[config.mk]
export PLATFORM = sky130hd
export DESIGN_NAME = mul_div_unit
export DESIGN_NICKNAME = d
export VERILOG_FILES = /design/src/rtl/mul_div_unit.sv
export SDC_FILE = /design/constraint.sdc
export NUM_CORES = 1
export LEC_CHECK = 0
export BUFFER_PORTS_ARGS = -buffer_cell sky130_fd_sc_hd__buf_2
export CAP_MARGIN = 0
export CELL_PAD_IN_SITES_DETAIL_PLACEMENT = 1
export CELL_PAD_IN_SITES_GLOBAL_PLACEMENT = 2
export CORE_MARGIN = 5
export CORE_UTILIZATION = 41
export DETAILED_ROUTE_END_ITERATION = 12
export MAX_ROUTING_LAYER = met4
export PLACE_DENSITY = 0.89
export SLEW_MARGIN = 0
export SYNTH_ARGS = -nofsm -noshare
export SYNTH_HDL_FRONTEND = slang
export SYNTH_SLANG_ARGS = --single-unit
[constraint.sdc]
create_clock -name CLK -period 11.05 [get_ports CLK]
set_input_delay 2.21 -clock CLK [delete_from_list [all_inputs] [get_ports CLK]]
set_output_delay 2.21 -clock CLK [all_outputs]
set_load 0.005 [all_outputs]
[src/rtl/mul_div_unit.sv]
// -----------------------------------------------------------------------------
// mul_div_unit
//   Iterative unsigned multiply/divide unit placed behind the register-file
//   read ports. One operation is accepted from IDLE, iterated for WIDTH
//   cycles in CALC, and announced with a single-cycle DONE in FIN.
//   A divide by zero skips CALC and completes on the cycle after acceptance.
//
// Ports
//   CLK      in   system clock, all state changes on the rising edge
//   RESET    in   asynchronous, active-high reset
//   START    in   operation request, sampled only in IDLE
//   OP       in   00 MUL (low word), 01 MULHU (high word),
//                 10 DIVU (quotient), 11 REMU (remainder)
//   DATA1    in   operand A / dividend
//   DATA2    in   operand B / divisor
//   RESULT   out  registered result, holds until the next completion or reset
//   BUSY     out  high while iterating
//   DONE     out  one-cycle completion pulse
//   DIVZERO  out  set with DONE when a DIVU/REMU divisor was zero
// -----------------------------------------------------------------------------
module mul_div_unit #(
    parameter int WIDTH = 32
) (
    input  logic             CLK,
    input  logic             RESET,
    input  logic             START,
    input  logic [1:0]       OP,
    input  logic [WIDTH-1:0] DATA1,
    input  logic [WIDTH-1:0] DATA2,
    output logic [WIDTH-1:0] RESULT,
    output logic             BUSY,
    output logic             DONE,
    output logic             DIVZERO
);

    localparam int CW = $clog2(WIDTH);

    typedef enum logic [1:0] {
        S_IDLE = 2'd0,
        S_CALC = 2'd1,
        S_FIN  = 2'd2
    } state_t;

    state_t             r_state;
    state_t             w_next_state;

    logic [1:0]         r_op;
    logic [WIDTH-1:0]   r_opnd;     // multiplicand for MUL*, divisor for DIV*
    logic [2*WIDTH-1:0] r_prod;     // {partial sum, remaining multiplier bits}
    logic [WIDTH-1:0]   r_rem;      // partial remainder (always < divisor)
    logic [WIDTH-1:0]   r_quo;      // dividend bits shifting out, quotient bits in
    logic [CW-1:0]      r_cnt;
    logic [WIDTH-1:0]   r_result;
    logic               r_busy;
    logic               r_done;
    logic               r_divzero;

    logic               w_accept;
    logic               w_divzero_req;
    logic               w_last;
    logic [WIDTH:0]     w_mul_sum;
    logic [2*WIDTH-1:0] w_prod_next;
    logic [WIDTH:0]     w_rem_shift;
    logic [WIDTH:0]     w_rem_diff;
    logic               w_sub_ok;
    logic [WIDTH-1:0]   w_rem_next;
    logic [WIDTH-1:0]   w_quo_next;
    logic [WIDTH-1:0]   w_calc_result;

    assign w_accept      = (r_state == S_IDLE) && START;
    assign w_divzero_req = OP[1] && (DATA2 == '0);
    assign w_last        = (r_cnt == CW'(WIDTH - 1));

    // Shift-add step: add the multiplicand to the upper half when the current
    // multiplier LSB is set, then shift the whole accumulator right by one.
    // The carry out of the add lands in the top bit after the shift.
    assign w_mul_sum   = {1'b0, r_prod[2*WIDTH-1:WIDTH]}
                       + (r_prod[0] ? {1'b0, r_opnd} : '0);
    assign w_prod_next = {w_mul_sum, r_prod[WIDTH-1:1]};

    // Restoring step: the shifted remainder is below twice the divisor, so the
    // WIDTH+1-bit difference never overflows and its MSB is the borrow.
    assign w_rem_shift = {r_rem, r_quo[WIDTH-1]};
    assign w_rem_diff  = w_rem_shift - {1'b0, r_opnd};
    assign w_sub_ok    = ~w_rem_diff[WIDTH];
    assign w_rem_next  = w_sub_ok ? w_rem_diff[WIDTH-1:0] : w_rem_shift[WIDTH-1:0];
    assign w_quo_next  = {r_quo[WIDTH-2:0], w_sub_ok};

    always_comb begin
        w_calc_result = w_prod_next[WIDTH-1:0];
        case (r_op)
            2'b00:   w_calc_result = w_prod_next[WIDTH-1:0];
            2'b01:   w_calc_result = w_prod_next[2*WIDTH-1:WIDTH];
            2'b10:   w_calc_result = w_quo_next;
            default: w_calc_result = w_rem_next;
        endcase
    end

    // NOTE: every signal written in an always_comb gets a default first, so
    // no path through the block leaves it unassigned and no latch is inferred.
    always_comb begin
        w_next_state = r_state;
        case (r_state)
            S_IDLE: if (START) w_next_state = w_divzero_req ? S_FIN : S_CALC;
            S_CALC: if (w_last) w_next_state = S_FIN;
            S_FIN:  w_next_state = S_IDLE;
            default: w_next_state = S_IDLE;
        endcase
    end

    // NOTE: clocked state uses non-blocking assignments so every register
    // samples the pre-edge values, independent of statement order.
    always_ff @(posedge CLK or posedge RESET) begin
        if (RESET) r_state <= S_IDLE;
        else       r_state <= w_next_state;
    end

    always_ff @(posedge CLK or posedge RESET) begin
        if (RESET) begin
            r_op      <= '0;
            r_opnd    <= '0;
            r_prod    <= '0;
            r_rem     <= '0;
            r_quo     <= '0;
            r_cnt     <= '0;
            r_result  <= '0;
            r_busy    <= 1'b0;
            r_done    <= 1'b0;
            r_divzero <= 1'b0;
        end else begin
            if (w_accept) begin
                r_op      <= OP;
                r_opnd    <= OP[1] ? DATA2 : DATA1;
                r_prod    <= {{WIDTH{1'b0}}, DATA2};
                r_rem     <= '0;
                r_quo     <= DATA1;
                r_cnt     <= '0;
                r_divzero <= w_divzero_req;
                // A zero divisor completes immediately with the defined result.
                if (w_divzero_req) r_result <= OP[0] ? DATA1 : '1;
            end else if (r_state == S_CALC) begin
                r_prod <= w_prod_next;
                r_rem  <= w_rem_next;
                r_quo  <= w_quo_next;
                r_cnt  <= r_cnt + CW'(1);
                if (w_last) r_result <= w_calc_result;
            end
            // Status flags are registered from the next state so they line up
            // with the state register and never see the inputs directly.
            r_busy <= (w_next_state == S_CALC);
            r_done <= (w_next_state == S_FIN);
        end
    end

    assign RESULT  = r_result;
    assign BUSY    = r_busy;
    assign DONE    = r_done;
    assign DIVZERO = r_divzero;

endmodule

# ---- Word-level counts from Yosys, hierarchy flattened
# Index checks and enable logic that the tools add are counted.
dict set report classes {
  add_sub_neg 3
  mul 0
  div 0
  n_lt_le_gt_ge 0
  n_eq_ne 7
  n_shift 0
  n_mux 21
  n_bitwise 1
  reduce_logical 8
}
# op count
set op_table {}
lappend op_table {{32-bit two-way mux} 12}
lappend op_table {{64-bit two-way mux} 2}
lappend op_table {{32-bit case mux with 3 select lines} 1}
lappend op_table {{32-bit by 32-bit adder with 33-bit output} 1}
lappend op_table {{33-bit by 32-bit subtractor with 33-bit output} 1}
lappend op_table {{32-bit zero test} 1}
lappend op_table {{5-bit two-way mux} 2}
lappend op_table {{2-bit by 1-bit == test with 1-bit output (second input constant)} 3}
lappend op_table {{2-bit two-way mux} 3}
lappend op_table {{5-bit by 1-bit adder with 5-bit output (second input constant)} 1}
lappend op_table {{5-bit == test (second input constant)} 1}
lappend op_table {{2-bit == test (second input constant)} 2}
lappend op_table {{2-bit zero test} 2}
lappend op_table {{2-bit case mux with 2 select lines} 1}
lappend op_table {{2-bit nonzero test} 2}
lappend op_table {{3-bit AND reduction} 1}
lappend op_table {{1-bit logical AND} 2}
lappend op_table {{2-bit by 1-bit inequality test with 1-bit output (second input constant)} 1}
lappend op_table {{1-bit inverter} 1}
dict set report totals {
  ff_bits 204
  latch_bits 0
  ramBits 0
  mem_bits_ro 0
  inputBits 69
  out_inout_bits 35
  word_cells 51
  memories 0
}

# ---- Depth between registers and ports, before layout
# Gate-level depths: netlist (run 1).
dict set report logic_depth {
  ltp_word 6
  depth_mapped 16
  ltp_nobuf 13
}

# ---- Worst setup path before layout (run 1)
# No wires, ideal clock.
dict set report synth_path {
  path_type {input-to-reg}
  start {in OP[1]}
  end {reg r_result[24], in the netlist RESULT[24]}
  setup_ns 0.104
  arrival_time_ns 4.163
  required_ns 10.946
  slack_ns 6.783
  cell_stages 11
  path_buffers 3
  cell_sequence {clkbuf_1 -> nor4b_1 -> nand4_1 -> nor3_1 -> a21oi_1 -> clkbuf_1 -> inv_1 -> clkbuf_1 -> nor2_1 -> a211o_1 -> a221oi_1}
}
dict set report synth_between {
  elab_chain_cells 3
}
# element line_no
set synth_lines {}
lappend synth_lines {{start: declaration} 27} ;# input logic [1:0] OP,
lappend synth_lines {{1-bit logical AND} 71} ;# assign w_divzero_req = OP[1] && (DATA2 == '0);
lappend synth_lines {{2-bit by 1-bit inequality test with 1-bit output (no source line)} --}
lappend synth_lines {{3-bit AND reduction (no source line)} --}
lappend synth_lines {{end signal: assignment} 140} ;# if (w_divzero_req) r_result <= OP[0] ? DATA1 : '1;
lappend synth_lines {{end signal: assignment} 146} ;# if (w_last) r_result <= w_calc_result;
lappend synth_lines {{end: declaration} 53} ;# logic [WIDTH-1:0] r_result;
# Every way passes these cells.
# A chain may end at the register's enable or synchronous reset.

# ---- Final worst setup path (run 1)
dict set report layout_path {
  start {in OP[1]}
  end {reg r_result[26], in the netlist RESULT[26]}
}
# Same word-level chain as after synthesis.

==> metrics.txt, run 1 <==
CP bufs+invs=3; DRT Pass-1 Iters=5; Final Hold Fails=0; port bufs=slightly above 100; Worst Skew=20.5 ps; clock period minus final worst setup slack=~5400 ps; Crit Path Category=input port to register; CP Max Fanout=38; multi-input logic area=around 0.0075 sq mm; run status=finished clean; relative max-transition margin=a little over a quarter; largest net degree at the start of global routing=135; first-pass GRT wire length=around 74 mm; DR vias/cell=~6.2; IR drop worst, VDD=around 0.0002 V; DRC viols=0; core area=~0.032 sq mm; Die Area=roughly 0.036 sq mm; worst r2r src=r_prod[0]; worst-margin pin slew=between 1000 and 1500 ps; Yosys Warn Count=0; Filler cells=~3800; gr ovfl total=0; setup_tns=0 ps; Synth cell types=65; layout cell share with drive strength beyond 1=12.2%; FF-to-FF setup slack=roughly 6500 ps; Max Fclk=185 MHz; Cell Area, Synth=between 0.01 and 0.015 sq mm; Max clock buf depth=3; Routed Antenna Nets=0; synthesized flop and latch total=between 200 and 250; Post-Route WL=around 47 mm; post-route insts no fill=about 2000; final net count=between 1500 and 2000; total chip power=a little under 6000 uW; RSZ-0062 raised after global routing=false; Die Y=approximately 190 um; CP top delay family=buffers and inverters; Worst EP arrival=~5800 ps; DR WL/cell=approximately 24 um; Final Max Slew Viols=0; CTS Buf Count=24; Final HPWL DP=33.8 mm; Most used DFF post-synth=dfrtp_1; period utilization=48.8%; part of the Yosys area used for sequential elements=between 30 and 40%; CTS tree=built; critical-path cell list=buf_2, buf_4, nor4b_1, nand4_1, nor3_1, a21oi_4, inv_1, nor2_1, a211o_1, a221oi_1; min-delay src=r_prod[37]; Leak=roughly 0.0066 uW; cell row count=65; gpl congestion=between 0.8 and 0.9; max_cap viols=0; CP peak stage delay=about 910 ps; Post-synth EDFFs=0; critical path's slowest cell=inv_1; Starting Density=41.6%; PostCTS Resize Cnt=0; vias in the first global route=approximately 12000; PD cells=approximately 390 mW/mm^2; initial antenna violation count=4; Final setup viols=0; Synth-to-Final Area Change=12.6%; CP Data Required Time=between 10000 and 15000 ps; starting DRC count in detailed routing=about 890; Die X=approximately 190 um; Post-Syn Instances=~1500; CTS clk-pin slew, worst paths=~60 ps; post-CTS setup buffer count=0; critical path startpoint category=input port; worst skew pair latency=between 500 and 600 ps; Clock Sinks=204; Clock Tree Root=clkbuf_16; Worst Setup End Kind=register; dpl cells=1934; syn_nets=1647; global router's overall resource usage=26.6%; ys async rst share=between 90% and 100%; HP Class=register to register; CP Launch Point=OP[1]; # hold bufs at CTS=0; FF+latch area=around 0.005 sq mm; num ports=around 100; total vias in the final route=12183; synthesized area per cell=between 8 and 9 sq um; H-tree Lvls=1
## report_power, final
part / internal (uW) / switching (uW)
clock: 531 / 330
combinational: 1310 / 2220
sequential: 1120 / 328
## final timing paths
path,to,depth (start not counted)
setup / recovery,RESULT[26],10
setup reg to reg,RESULT[31],12
max in group asynchronous,r_op[0],3
hold reg to reg,r_prod[37],2
min in group asynchronous,r_quo[6],2
hold / removal,r_prod[37],2
## cell families after synthesis
logic type,Yosys count,synth area share [%]
AOI/OAI and AO/OA,518,25.1
and+or+nand+nor,426,14.6
DFF,204,38.7
buffers and inverters,155,4.56
muxes,80,6.60
adders and majority gates,68,6.56
xor gates and xnor gates,59,3.97
## Yosys cell counts, types with 11 or more instances
| cell type | n | area share [%] |
|---|---|---|
| nand2_1 | 221 | 6.3 |
| ha_1 | 66 | 6.3 |
| or3_1 | 16 | 0.76 |
| inv_1 | 58 | 1.6 |
| mux2i_1 | 68 | 5.2 |
| o21ai_0 | 206 | 7.8 |
| clkbuf_1 | 81 | 2.3 |
| nand4_1 | 11 | 0.52 |
| and2_1 | 40 | 1.9 |
| nor3_1 | 21 | 0.80 |
| a211oi_1 | 25 | 1.4 |
| nor2b_1 | 12 | 0.57 |
| a221oi_1 | 13 | 0.86 |
| dfrtp_1 | 204 | 39 |
| a22oi_1 | 61 | 3.5 |
| xnor2_1 | 43 | 2.9 |
| a21oi_1 | 71 | 2.7 |
| a31oi_1 | 12 | 0.57 |
| nand3_1 | 11 | 0.42 |
| o221ai_1 | 17 | 1.1 |
| a22o_1 | 21 | 1.4 |
| nor2_1 | 65 | 1.8 |
| xor2_1 | 15 | 0.99 |
| a21o_1 | 20 | 1.1 |
## metal layers
metal	wire length, um	up-vias	GRT usage, %
met3	3380	55	4.70
met5	0	-	-
met2	20400	406	38.5
met4	1010	0	5.93
met1	22600	6154	39.0
li1	-	5568	-
## registers in the layout, indices dropped and copies added, names as in the netlist
register / flops
r_opnd: 32
DONE: 1
r_quo: 32
r_state: 2
RESULT: 32
BUSY: 1
r_op: 2
DIVZERO: 1
r_prod: 64
r_cnt: 5
r_rem: 32
## worst min-delay path, stage by stage (launching register included)
cell     delay (ps)
dfrtp_1         350
nand2_1          50
o21ai_0          60
## cell type report
type | instances | area share (%)
multi-input cells | 1151 | 50.7
flip-flops and latches | 204 | 34.4
clock inverters | 11 | 1.04
repair buffers | 119 | 4.28
inverters | 58 | 1.51
well taps | 402 | 3.38
diodes | 1 | 0.0168
clock buffers | 32 | 4.65
## stage by stage
step	instance area (sq um)	util, %	setup WS [ps]	hold slack, ps
global placement	14000	44.2	5440	468
finish	14900	46.9	5660	491
global route	14900	46.9	5550	517
floorplan	13200	-	3270	449
CTS	14900	46.9	5700	493
detailed placement	14000	44.2	5190	481
## cell usage in the layout (no fill, tap or decap), types with 8 or more instances in the layout
cell type	synthesis	layout
a211o_1	10	10
a211oi_1	25	25
a21o_1	20	20
a21oi_1	71	70
a221oi_1	13	13
a22o_1	21	21
a22oi_1	61	61
a31oi_1	12	12
and2_1	40	40
buf_2	10	103
buf_4	0	16
clkbuf_16	0	25
dfrtp_1	204	201
ha_1	66	66
inv_1	58	57
mux2i_1	68	68
nand2_1	221	220
nand2b_1	8	8
nand3_1	11	11
nand4_1	11	11
nor2_1	65	65
nor2b_1	12	10
nor3_1	21	21
o21ai_0	206	206
o21bai_1	9	8
o221ai_1	17	17
or3_1	16	16
xnor2_1	43	43
xor2_1	15	15
No activity file was read; power rests on OpenSTA's default activity.
==> inputs of run 2 (changes only) <==
CORE_UTILIZATION = 38   (was 41)
PLACE_DENSITY = 0.83   (was 0.89)
clock period = 5.3 ns   (was 11.05 ns; I/O delays follow)
==> metrics.txt, run 2 (same netlist as run 1, synthesis figures left out) <==
Max clock buf depth=3 (unchanged); Final Max Slew Viols=0 (unchanged); diode count=0 (-1); switch share=49.3% (+0.049 points); largest net degree at the start of global routing=141 (+4.4%); port bufs=103 (unchanged); cell row count=68 (+4.6%); critical path startpoint category=register; dpl cells=1996 (+3.2%); gr ovfl total=0 (unchanged); Worst Setup End Kind=register; initial antenna violation count=2 (-2); Routed Antenna Nets=0 (unchanged); layout cell share with drive strength beyond 1=12.9% (+0.71 points); num ports=104 (unchanged); final net count=1706 (+0.65%); Reg power frac=25.7% (+0.9 points); Hold Crit Depth=2 (unchanged); Die Area=0.0386 sq mm (+7.5%); HP Class=register to register; max_cap viols=0 (unchanged); Post-Route WL=49.5 mm (+4.7%); Clock Sinks=204 (unchanged); most common cell after layout, fill and taps aside=nand2_1; Synth-to-Final Area Change=13.9%; CTS clk-pin slew, worst paths=60 ps (about the same); DRC viols=0 (unchanged); Worst EP arrival=4470 ps (-1330 ps); most frequent cells in the layout=220 x nand2_1, 206 x o21ai_0, 201 x dfrtp_1; setup_tns=0 ps (unchanged); final hold slack=483 ps (-8.13 ps); starting DRC count in detailed routing=1028 (+15%); CTS Buf Count=26 (+8.3%); DR vias/cell=5.96 (-3.2%); post-route insts no fill=2044 (+3.3%); Starting Density=38.3% (-3.3 points); Worst Skew=18.1 ps (-2.49 ps); CP Data Required Time=5720 ps (-5740 ps); H-tree Lvls=1 (unchanged); Max Fclk=roughly 250 MHz; Final Hold Fails=0 (unchanged); IR drop worst, VDD=0.000391 V (+96%); worst skew pair latency=540 ps (about the same); global router's overall resource usage=25.8% (-0.80 points); Filler cells=4081 (+8.2%); gpl congestion=0.932 (+5.0%); Final HPWL DP=36.5 mm (+7.9%); worst-margin pin slew=1050 ps (-46.2 ps); Die X=196 um (+3.7%); Top reg by flops=r_prod; post-CTS setup buffer count=0 (unchanged); first-pass GRT wire length=76.2 mm (+3.0%); PostCTS Resize Cnt=0 (unchanged); relative max-transition margin=29.9% (+3.0 points); DRT Pass-1 Iters=5 (unchanged); CTS tree=built; Clock Tree Root=clkbuf_16; run status=finished clean; internal power=6190 uW (+110%); vias in the first global route=12419 (-0.15%); DR WL/cell=24.2 um (+1.3%); Largest register FFs=64 (unchanged); Die Y=196 um (+3.7%); total vias in the final route=12182 (-0.0082%); Crit Path Category=register to register; Comb pwr share=59.3% (-1.2 points); total chip power=12200 uW (+110%); Final setup viols=0 (unchanged); P_sw=6030 uW (+110%); clock period minus final worst setup slack=between 4000 and 5000 ps; period utilization=between 70% and 80%; core area=0.0345 sq mm (+8.6%); CP Max Fanout=21 (-45%); R2R cell count=14 (+2); # hold bufs at CTS=0 (unchanged); PD cells=812 mW/mm^2 (+110%); Leak=0.00667 uW (+0.91%); RSZ-0062 raised after global routing=false; Clock power frac=15.0% (+0.3 points)
[run 2: cell count changes in the layout (fill, tap and decap cells not counted)]
cell and delta:
inv_8 -1, bufinv_16 -2, clkbuf_8 +1, diode_2 -1, buf_12 +1, buf_4 +8, clkinvlp_4 +1, clkbuf_1 +1
clkinv_4 +3, clkbuf_16 +2
[run 2: layout make-up]
class                   instances  area (sq um)  share of cell area, %
well taps                     455           569                   3.79
inverters                      58           221                   1.47
clock buffers                  36           759                   5.05
repair buffers                128           716                   4.76
flip-flops and latches        204          5110                   34.0
multi-input cells            1151          7540                   50.2
clock inverters                12           121                  0.807
[run 2: power groups by stage]
stage | Clock [uW] | Combinational (uW) | Sequential (uW)
global placement | 0 | 6910 | 3110
global route | 1940 | 7910 | 3200
detailed placement | 0 | 7110 | 3120
CTS | 1860 | 7170 | 3110
floorplan | 0 | 5110 | 2730
finish | 1830 | 7240 | 3140
[run 2: per-layer routing]
| metal | routed length (um) | global-route usage (%) | vias up | share of wire, % |
|---|---|---|---|---|
| met5 | 0 | - | - | 0 |
| met4 | 1030 | 5.12 | 0 | 2.1 |
| li1 | - | - | 5587 | - |
| met3 | 3070 | 2.72 | 59 | 6.2 |
| met1 | 24300 | 39.4 | 6148 | 49 |
| met2 | 21100 | 37.1 | 388 | 43 |
[run 2: through the flow]
stage | instance area [sq um] | util (%) | worst slack (ps)
detailed placement | 14200 | 41.1 | 1080
global route | 15000 | 43.6 | 1010
global placement | 14200 | 41.1 | 1140
CTS | 15000 | 43.6 | 1270
finish | 15000 | 43.6 | 1250
floorplan | 13200 | - | 1600
[run 2: final timing paths]
check	startpoint	to	slack, ps
worst max-delay path	r_quo[31]	RESULT[27]	1250
worst min-delay path	DIVZERO	DIVZERO	480
worst max register to register	r_quo[31]	RESULT[27]	1250
worst min register to register	DIVZERO	DIVZERO	480
max in group asynchronous	RESET	r_rem[19]	3840
min in group asynchronous	RESET	r_quo[5]	720
[run 2: critical path, stage by stage, from the launching register on]
cell      delay, ps
dfrtp_1         420
inv_1            70
ha_1            160
inv_1            60
fa_1            440
a211oi_1        330
o21ai_1         200
a21oi_2         230
a21oi_2         110
a41oi_2         330
xnor2_4         370
buf_4           410
mux2i_1         460
o221a_2         270
nor3_1           50
